[src/rtl/hs32_sram16_if.sv]
// hs32_sram16_if: CPU-side request/response bus for the 32-bit to 16-bit SRAM bridge.
interface hs32_sram16_if;
   logic [31:0] addr;
   logic        rw;
   logic [31:0] din;
   logic [31:0] dout;
   logic        valid;
   logic        done;
   modport master (output addr, rw, din, valid, input dout, done);
   modport slave  (input addr, rw, din, valid, output dout, done);
endinterface

[src/rtl/hs32_sram16.sv]
// hs32_sram16: bridges 32-bit CPU accesses to an asynchronous 16-bit SRAM as two halfword phases.
module hs32_sram16 #(
   parameter int WAIT = 1
) (
   input  logic                clk,
   input  logic                reset,
   hs32_sram16_if.slave        bus,
   output logic [15:0]         sram_a,
   output logic [15:0]         sram_dq_o,
   input  logic [15:0]         sram_dq_i,
   output logic                sram_dq_oe,
   output logic                sram_ce_n,
   output logic                sram_oe_n,
   output logic                sram_we_n
);
   typedef enum logic [1:0] {IDLE, LO, HI, DONE} state_t;
   state_t state, state_nx;
   logic [3:0]  cnt;
   logic [14:0] a_q;
   logic        rw_q;
   logic [31:0] din_q;
   logic [31:0] dout_q;
   logic        phase, last, first;
   assign phase = state == LO || state == HI;
   assign last = cnt == 4'd0;
   assign first = cnt == 4'(WAIT);
   assign bus.dout = dout_q;
   always_comb begin
      state_nx = state;
      bus.done = 1'b0;
      sram_a = '0;
      sram_dq_o = '0;
      sram_dq_oe = 1'b0;
      sram_ce_n = 1'b1;
      sram_oe_n = 1'b1;
      sram_we_n = 1'b1;
      case (state)
         IDLE: state_nx = bus.valid ? LO : IDLE;
         LO:   state_nx = last ? HI : LO;
         HI:   state_nx = last ? DONE : HI;
         DONE: begin
            state_nx = IDLE;
            bus.done = 1'b1;
         end
      endcase
      if (phase) begin
         sram_ce_n = 1'b0;
         sram_a = {a_q, state == HI};
         sram_oe_n = rw_q;
         sram_dq_oe = rw_q;
         sram_dq_o = rw_q ? (state == HI ? din_q[31:16] : din_q[15:0]) : '0;
         // first phase cycle holds we_n high for address setup unless there is only one cycle
         sram_we_n = !(rw_q && (WAIT == 0 || !first));
      end
   end
   always_ff @(posedge clk or negedge reset) begin
      if (!reset) begin
         state <= IDLE;
         cnt <= '0;
         a_q <= '0;
         rw_q <= 1'b0;
         din_q <= '0;
         dout_q <= '0;
      end else begin
         state <= state_nx;
         if (state == IDLE && bus.valid) begin
            a_q <= bus.addr[16:2];
            rw_q <= bus.rw;
            din_q <= bus.din;
         end
         cnt <= (state_nx != state && (state_nx == LO || state_nx == HI)) ? 4'(WAIT) :
                (phase && !last) ? cnt - 4'd1 : 4'd0;
         if (phase && last && !rw_q) begin
            if (state == LO) dout_q[15:0] <= sram_dq_i;
            else dout_q[31:16] <= sram_dq_i;
         end
      end
   end
endmodule
[src/flat_wrapper.sv]
// flat-port wrapper written by rule: the top's interface ports become plain ports
module hs32_sram16_flat 
#(
   parameter int WAIT = 1
)
  (clk, reset, sram_a, sram_dq_o, sram_dq_i, sram_dq_oe, sram_ce_n, sram_oe_n, sram_we_n, bus_addr, bus_rw, bus_din, bus_valid, bus_dout, bus_done);
  hs32_sram16_if bus_i ();
  input  logic clk;
  input  logic reset;
  output logic [15:0] sram_a;
  output logic [15:0] sram_dq_o;
  input  logic [15:0] sram_dq_i;
  output logic sram_dq_oe;
  output logic sram_ce_n;
  output logic sram_oe_n;
  output logic sram_we_n;
  input wire logic [$bits(bus_i.addr)-1:0] bus_addr;
  input wire logic [$bits(bus_i.rw)-1:0] bus_rw;
  input wire logic [$bits(bus_i.din)-1:0] bus_din;
  input wire logic [$bits(bus_i.valid)-1:0] bus_valid;
  output wire logic [$bits(bus_i.dout)-1:0] bus_dout;
  output wire logic [$bits(bus_i.done)-1:0] bus_done;
  assign bus_i.addr = bus_addr;
  assign bus_i.rw = bus_rw;
  assign bus_i.din = bus_din;
  assign bus_i.valid = bus_valid;
  assign bus_dout = bus_i.dout;
  assign bus_done = bus_i.done;
  hs32_sram16 #(.WAIT(WAIT)) u_core (.clk(clk), .reset(reset), .bus(bus_i), .sram_a(sram_a), .sram_dq_o(sram_dq_o), .sram_dq_i(sram_dq_i), .sram_dq_oe(sram_dq_oe), .sram_ce_n(sram_ce_n), .sram_oe_n(sram_oe_n), .sram_we_n(sram_we_n));
endmodule
[config.mk]
export PLATFORM = sky130hd
export DESIGN_NAME = hs32_sram16_flat
export DESIGN_NICKNAME = d
export VERILOG_FILES = /design/src/rtl/hs32_sram16_if.sv /design/src/rtl/hs32_sram16.sv /design/src/flat_wrapper.sv
export SDC_FILE = /design/constraint.sdc
export NUM_CORES = 1
export LEC_CHECK = 0
export BUFFER_PORTS_ARGS = -buffer_cell sky130_fd_sc_hd__buf_2
export CAP_MARGIN = 30
export CORE_MARGIN = 10
export CORE_UTILIZATION = 45
export CTS_CLUSTER_DIAMETER = 100
export DETAILED_ROUTE_END_ITERATION = 8
export PLACE_DENSITY = 0.75
export SLEW_MARGIN = 40
export SYNTH_ARGS = -nofsm -noshare
export SYNTH_HDL_FRONTEND = slang
export SYNTH_SLANG_ARGS = --single-unit
[constraint.sdc]
create_clock -name clk -period 4.9 [get_ports clk]
set_input_delay 0.735 -clock clk [delete_from_list [all_inputs] [get_ports clk]]
set_output_delay 0.735 -clock clk [all_outputs]
set_load 0.01 [all_outputs]
## Yosys cells after proc, flatten, opt, wreduce, memory -nomap -nowiden

Cells that the tools add are included.

| storage, ports and cells | value |
|---|---|
| flip-flop bits (word level) | 86 |

| cells by class | value |
|---|---|
| reductions and logical operators | 16 |
| add/sub/neg operators | 1 |
| multiplexer cells | 15 |
| bitwise operators | 1 |
| equality and inequality tests | 7 |

Operators with widths:

| kind | count |
|---|---|
| $mux W16 | 4 |
| $mux W4 | 2 |
| $pmux W2 S4 | 1 |
| $mux W1 | 7 |
| $eq A2 B2 Y1 const B | 3 |
| $logic_and A1 B1 Y1 | 6 |
| $eq A2 B1 Y1 const B | 2 |
| $eq A4 B1 Y1 const B | 1 |
| $logic_not A1 Y1 | 4 |
| $logic_not A4 Y1 | 1 |
| $reduce_and A2 Y1 | 2 |
| $sub A4 B1 Y4 const B | 1 |
| $logic_not A2 Y1 | 1 |
| $logic_or A1 B1 Y1 | 2 |
| $mux W2 | 1 |
| $ne A2 B2 Y1 | 1 |
| $not A1 Y1 | 1 |

## Logic depth before layout (Yosys ltp)

| logic depth | value |
|---|---|
| depth after elaboration | 7 |
| gate-level depth with buffers | 8 |

## Least setup slack after synthesis

OpenSTA, ideal clock, no wires.

| timing | value |
|---|---|
| path kind | reg2out |
| from | register u_core.state[0] |
| to | output port sram_dq_o[10] |
| arrival time | 1.696 ns |
| path slack | 2.469 ns |
| cell stages (with the launch flop) | 7 |
| path through | dfrtp_1 inv_1 ha_1 buf_2 buf_1 mux2i_1 nor2_1 |

| on the way | value |
|---|---|
| longest elaborated chain between the ends | 4 |
| elaborated cells on any way between the ends | 6 |

Ends and longest elaborated chain:

| what | RTL line | text |
|---|---|---|
| from (decl) | hs32_sram16.sv:17 | `state_t state, state_nx;` |
| from (signal assigned) | hs32_sram16.sv:65 | `state <= state_nx;` |
| $eq A2 B2 Y1 | hs32_sram16.sv:24, hs32_sram16.sv:51 |  |
| $mux W16 (2 in series) | hs32_sram16.sv:51 | `sram_dq_o = rw_q ? (state == HI ? din_q[31:16] : din_q[15:0]) : '0;` |
| $mux W16 (*) | hs32_sram16.sv:46 | `if (phase) begin` |
| to (decl) | flat_wrapper.sv:11 | `output logic [15:0] sram_dq_o;` |

Mark *: on every way between the ends. The rest lies on a longest branch, timed or not.

## Worst setup path after layout

Same ends and word-level chain as after synthesis.

==> flow_summary.json <==
{
  "ys_top_cells_by_area": "dfrtp_1 (56%), mux2_2 (20%), mux2i_1 (4.2%)",
  "ys.flop_type": "dfrtp_1",
  "cts-root-buf": "clkbuf_8",
  "power.total_mw": 3.21,
  "postCtsHoldBufs": 0,
  "cp_slowest_cell": "ha_1",
  "die_y_um": 112,
  "rsz0062_at_grt": "no",
  "syn_nets": 364,
  "crit_path_end_kind": "primary output",
  "die_area_um2": 12600,
  "ff_latch_area_um2": 2150,
  "maxCapViolations": 0,
  "cts_buffer_depth": 2,
  "hold_viol_final": 0,
  "status": "completed",
  "yosys.area.top_type": "dfrtp_1",
  "vias": 2535,
  "final_util_pct": 57.9,
  "fin_tns_setup_ps": 0,
  "fillerInstances": 703,
  "routed_wl_um": 8930,
  "p_leak_nw": 2.33,
  "grt_pass1_wl_um": 14500,
  "initial_utilization_pct": 46.4,
  "skew_ps": 14.4,
  "row_count": 33,
  "multi_input_area_um2": 1560,
  "grt.total_usage_pct": 14.1,
  "syn_area_um2": 3810,
  "tightestPinTransition_ps": 661,
  "path_class": "reg -> out",
  "irDropWorstVdd_v": 0.000304,
  "fmax_mhz": 288,
  "grt_max_degree": 49,
  "worstPathCellList": "inv_1, ha_1, nand2_1, nor2_1, buf_2",
  "powerDensity_nw_per_um2": 676,
  "cp_top_family": "simple AND/OR/NAND/NOR gates",
  "nets": 499,
  "first_pass_iters": 4,
  "slew_headroom_pct": 55.9,
  "fin_crit_sh_pct": 71.0,
  "ctsResizeCount": 0,
  "synthArstFlopShare_pct": 100,
  "route.detailed.drc": 0,
  "cp-start-kind": "register",
  "gp_congestion": 0.748,
  "clock-sinks": 86,
  "pre_cts_ws_ps": 1850,
  "cp_max_fo": 19,
  "layout.cells.non_filler": 516,
  "drtAntennaViolNets": 0,
  "grt_overflow": 0,
  "cts_setup_buffers": 0,
  "yosysSeqAreaShare_pct": 56.5,
  "antenna_found_initial": 0,
  "dpl.hpwl_um": 6660,
  "h-tree-depth": 3,
  "layout-drive-gt1-share_pct": 57.9,
  "grt_pass1_vias": 2814,
  "wl_per_cell_um": 17.3,
  "cp.required_ps": 4160,
  "placed_area_um2": 4570,
  "max_stage_delay_ps": 740,
  "slew_viol_final": 0,
  "drtIter0Drc": 105,
  "io_pins": 153,
  "arrival_ps": 2740,
  "yosys_register_bits": 86,
  "fp.coreArea_um2": 8220,
  "ys_types": 28,
  "yosysWarnings": 0,
  "critPathBufInv": 2,
  "antenna-diode-count": 0,
  "dp_cells": 500,
  "portBuffers": 135,
  "fin_area_um2": 4760,
  "avgSynthCellArea_um2": 14.1,
  "syn2layout_area_growth_pct": 24.8,
  "synthCells": 271,
  "vias_per_cell": 4.91,
  "whs_ps": 335,
  "cts_tree": "built",
  "tritoncts.num_buffers": 9,
  "die_width_um": 112,
  "clk_pin_slew_ps": 90,
  "synth_edf_count": 0,
  "synth_top_area_share_pct": 56.5,
  "min_period_ps": 3480,
  "worstHoldPathType": "in -> async",
  "setup_viol": 0,
  "setup_slack_ps": 1420,
  "insertion_delay_ps": 360
}
==> cells in the mapped netlist, types with 2 or more instances <==
cell      instances
mux2i_1          16
nor3_1            4
buf_1             2
nor2_1           19
xnor2_1           2
dfrtp_1          86
buf_2             2
inv_1             8
and2_1           16
clkbuf_1          6
mux2_4           10
nand2_1           7
mux2_2           69
buf_6             2
ha_1              9
==> registers in the layout (all words and copies together) (netlist names) <==
| name | cells |
|---|---|
| u_core.cnt | 4 |
| u_core.state | 2 |
| u_core.din_q | 32 |
| u_core.rw_q | 1 |
| u_core.a_q | 15 |
| u_core.bus.dout | 32 |
==> report_power, final <==
| part | leakage, nW | total [mW] | switching, mW | internal (mW) |
|---|---|---|---|---|
| Sequential | 1.01 | 1.24 | 0.177 | 1.07 |
| Clock | 0.0916 | 0.483 | 0.287 | 0.196 |
| Combinational | 1.22 | 1.49 | 0.730 | 0.757 |
| Total | 2.33 | 3.21 | 1.19 | 2.02 |
==> worst paths after layout <==
check	endpoint	depth (start not counted)	slack [ps]	from
min in group clk	u_core.a_q[9]	1	500	u_core.a_q[9]
max in group asynchronous	u_core.a_q[10]	2	3600	reset
max reg2reg	u_core.bus.dout[18]	6	2120	u_core.state[0]
min reg2reg	u_core.a_q[9]	1	500	u_core.a_q[9]
min	u_core.a_q[11]	1	330	reset
max	sram_dq_o[10]	5	1420	u_core.state[0]
==> cell type report <==
cell class | count | share of cell area (%)
inverter | 8 | 0.631
timing repair buffer | 137 | 14.7
multi-input combinational | 164 | 32.7
sequential | 86 | 45.2
clock inverter | 7 | 1.32
clock buffer | 9 | 2.60
tap | 105 | 2.76
==> layer usage <==
layer,up-vias,wire length [um],GRT usage (%)
li1,1196,-,-
met5,-,0,0
met1,1250,3720,15.8
met3,6,819,6.82
met4,0,87,4.31
met2,83,4300,23.2
==> cells by family after synthesis <==
logic type | share of synthesized area (%)
multiplexers | 28.8
flip-flops | 56.5
AND/OR/NAND/NOR | 6.86
buffers and inverters | 2.95
adder cells (fa/ha/maj) | 2.95
AO/OA/AOI/OAI | 1.48
XOR/XNOR | 0.460
==> layout by cell type, fill, tap and decap left out, drive strengths merged <==
cell type / synthesis / routed
a21o: 1 / 1
nor2: 20 / 20
buf: 7 / 137
xnor2: 2 / 2
clkinvlp: 0 / 2
clkinv: 0 / 1
a311o: 1 / 1
and2: 16 / 16
a211o: 1 / 1
dfrtp: 86 / 86
mux2i: 16 / 16
nor3: 5 / 5
o22ai: 1 / 1
nand2: 8 / 8
nand2b: 1 / 1
clkbuf: 6 / 9
ha: 9 / 9
a221oi: 2 / 2
mux2: 80 / 80
or3b: 1 / 1
inv: 8 / 12
(Power assumes the default switching activity.)
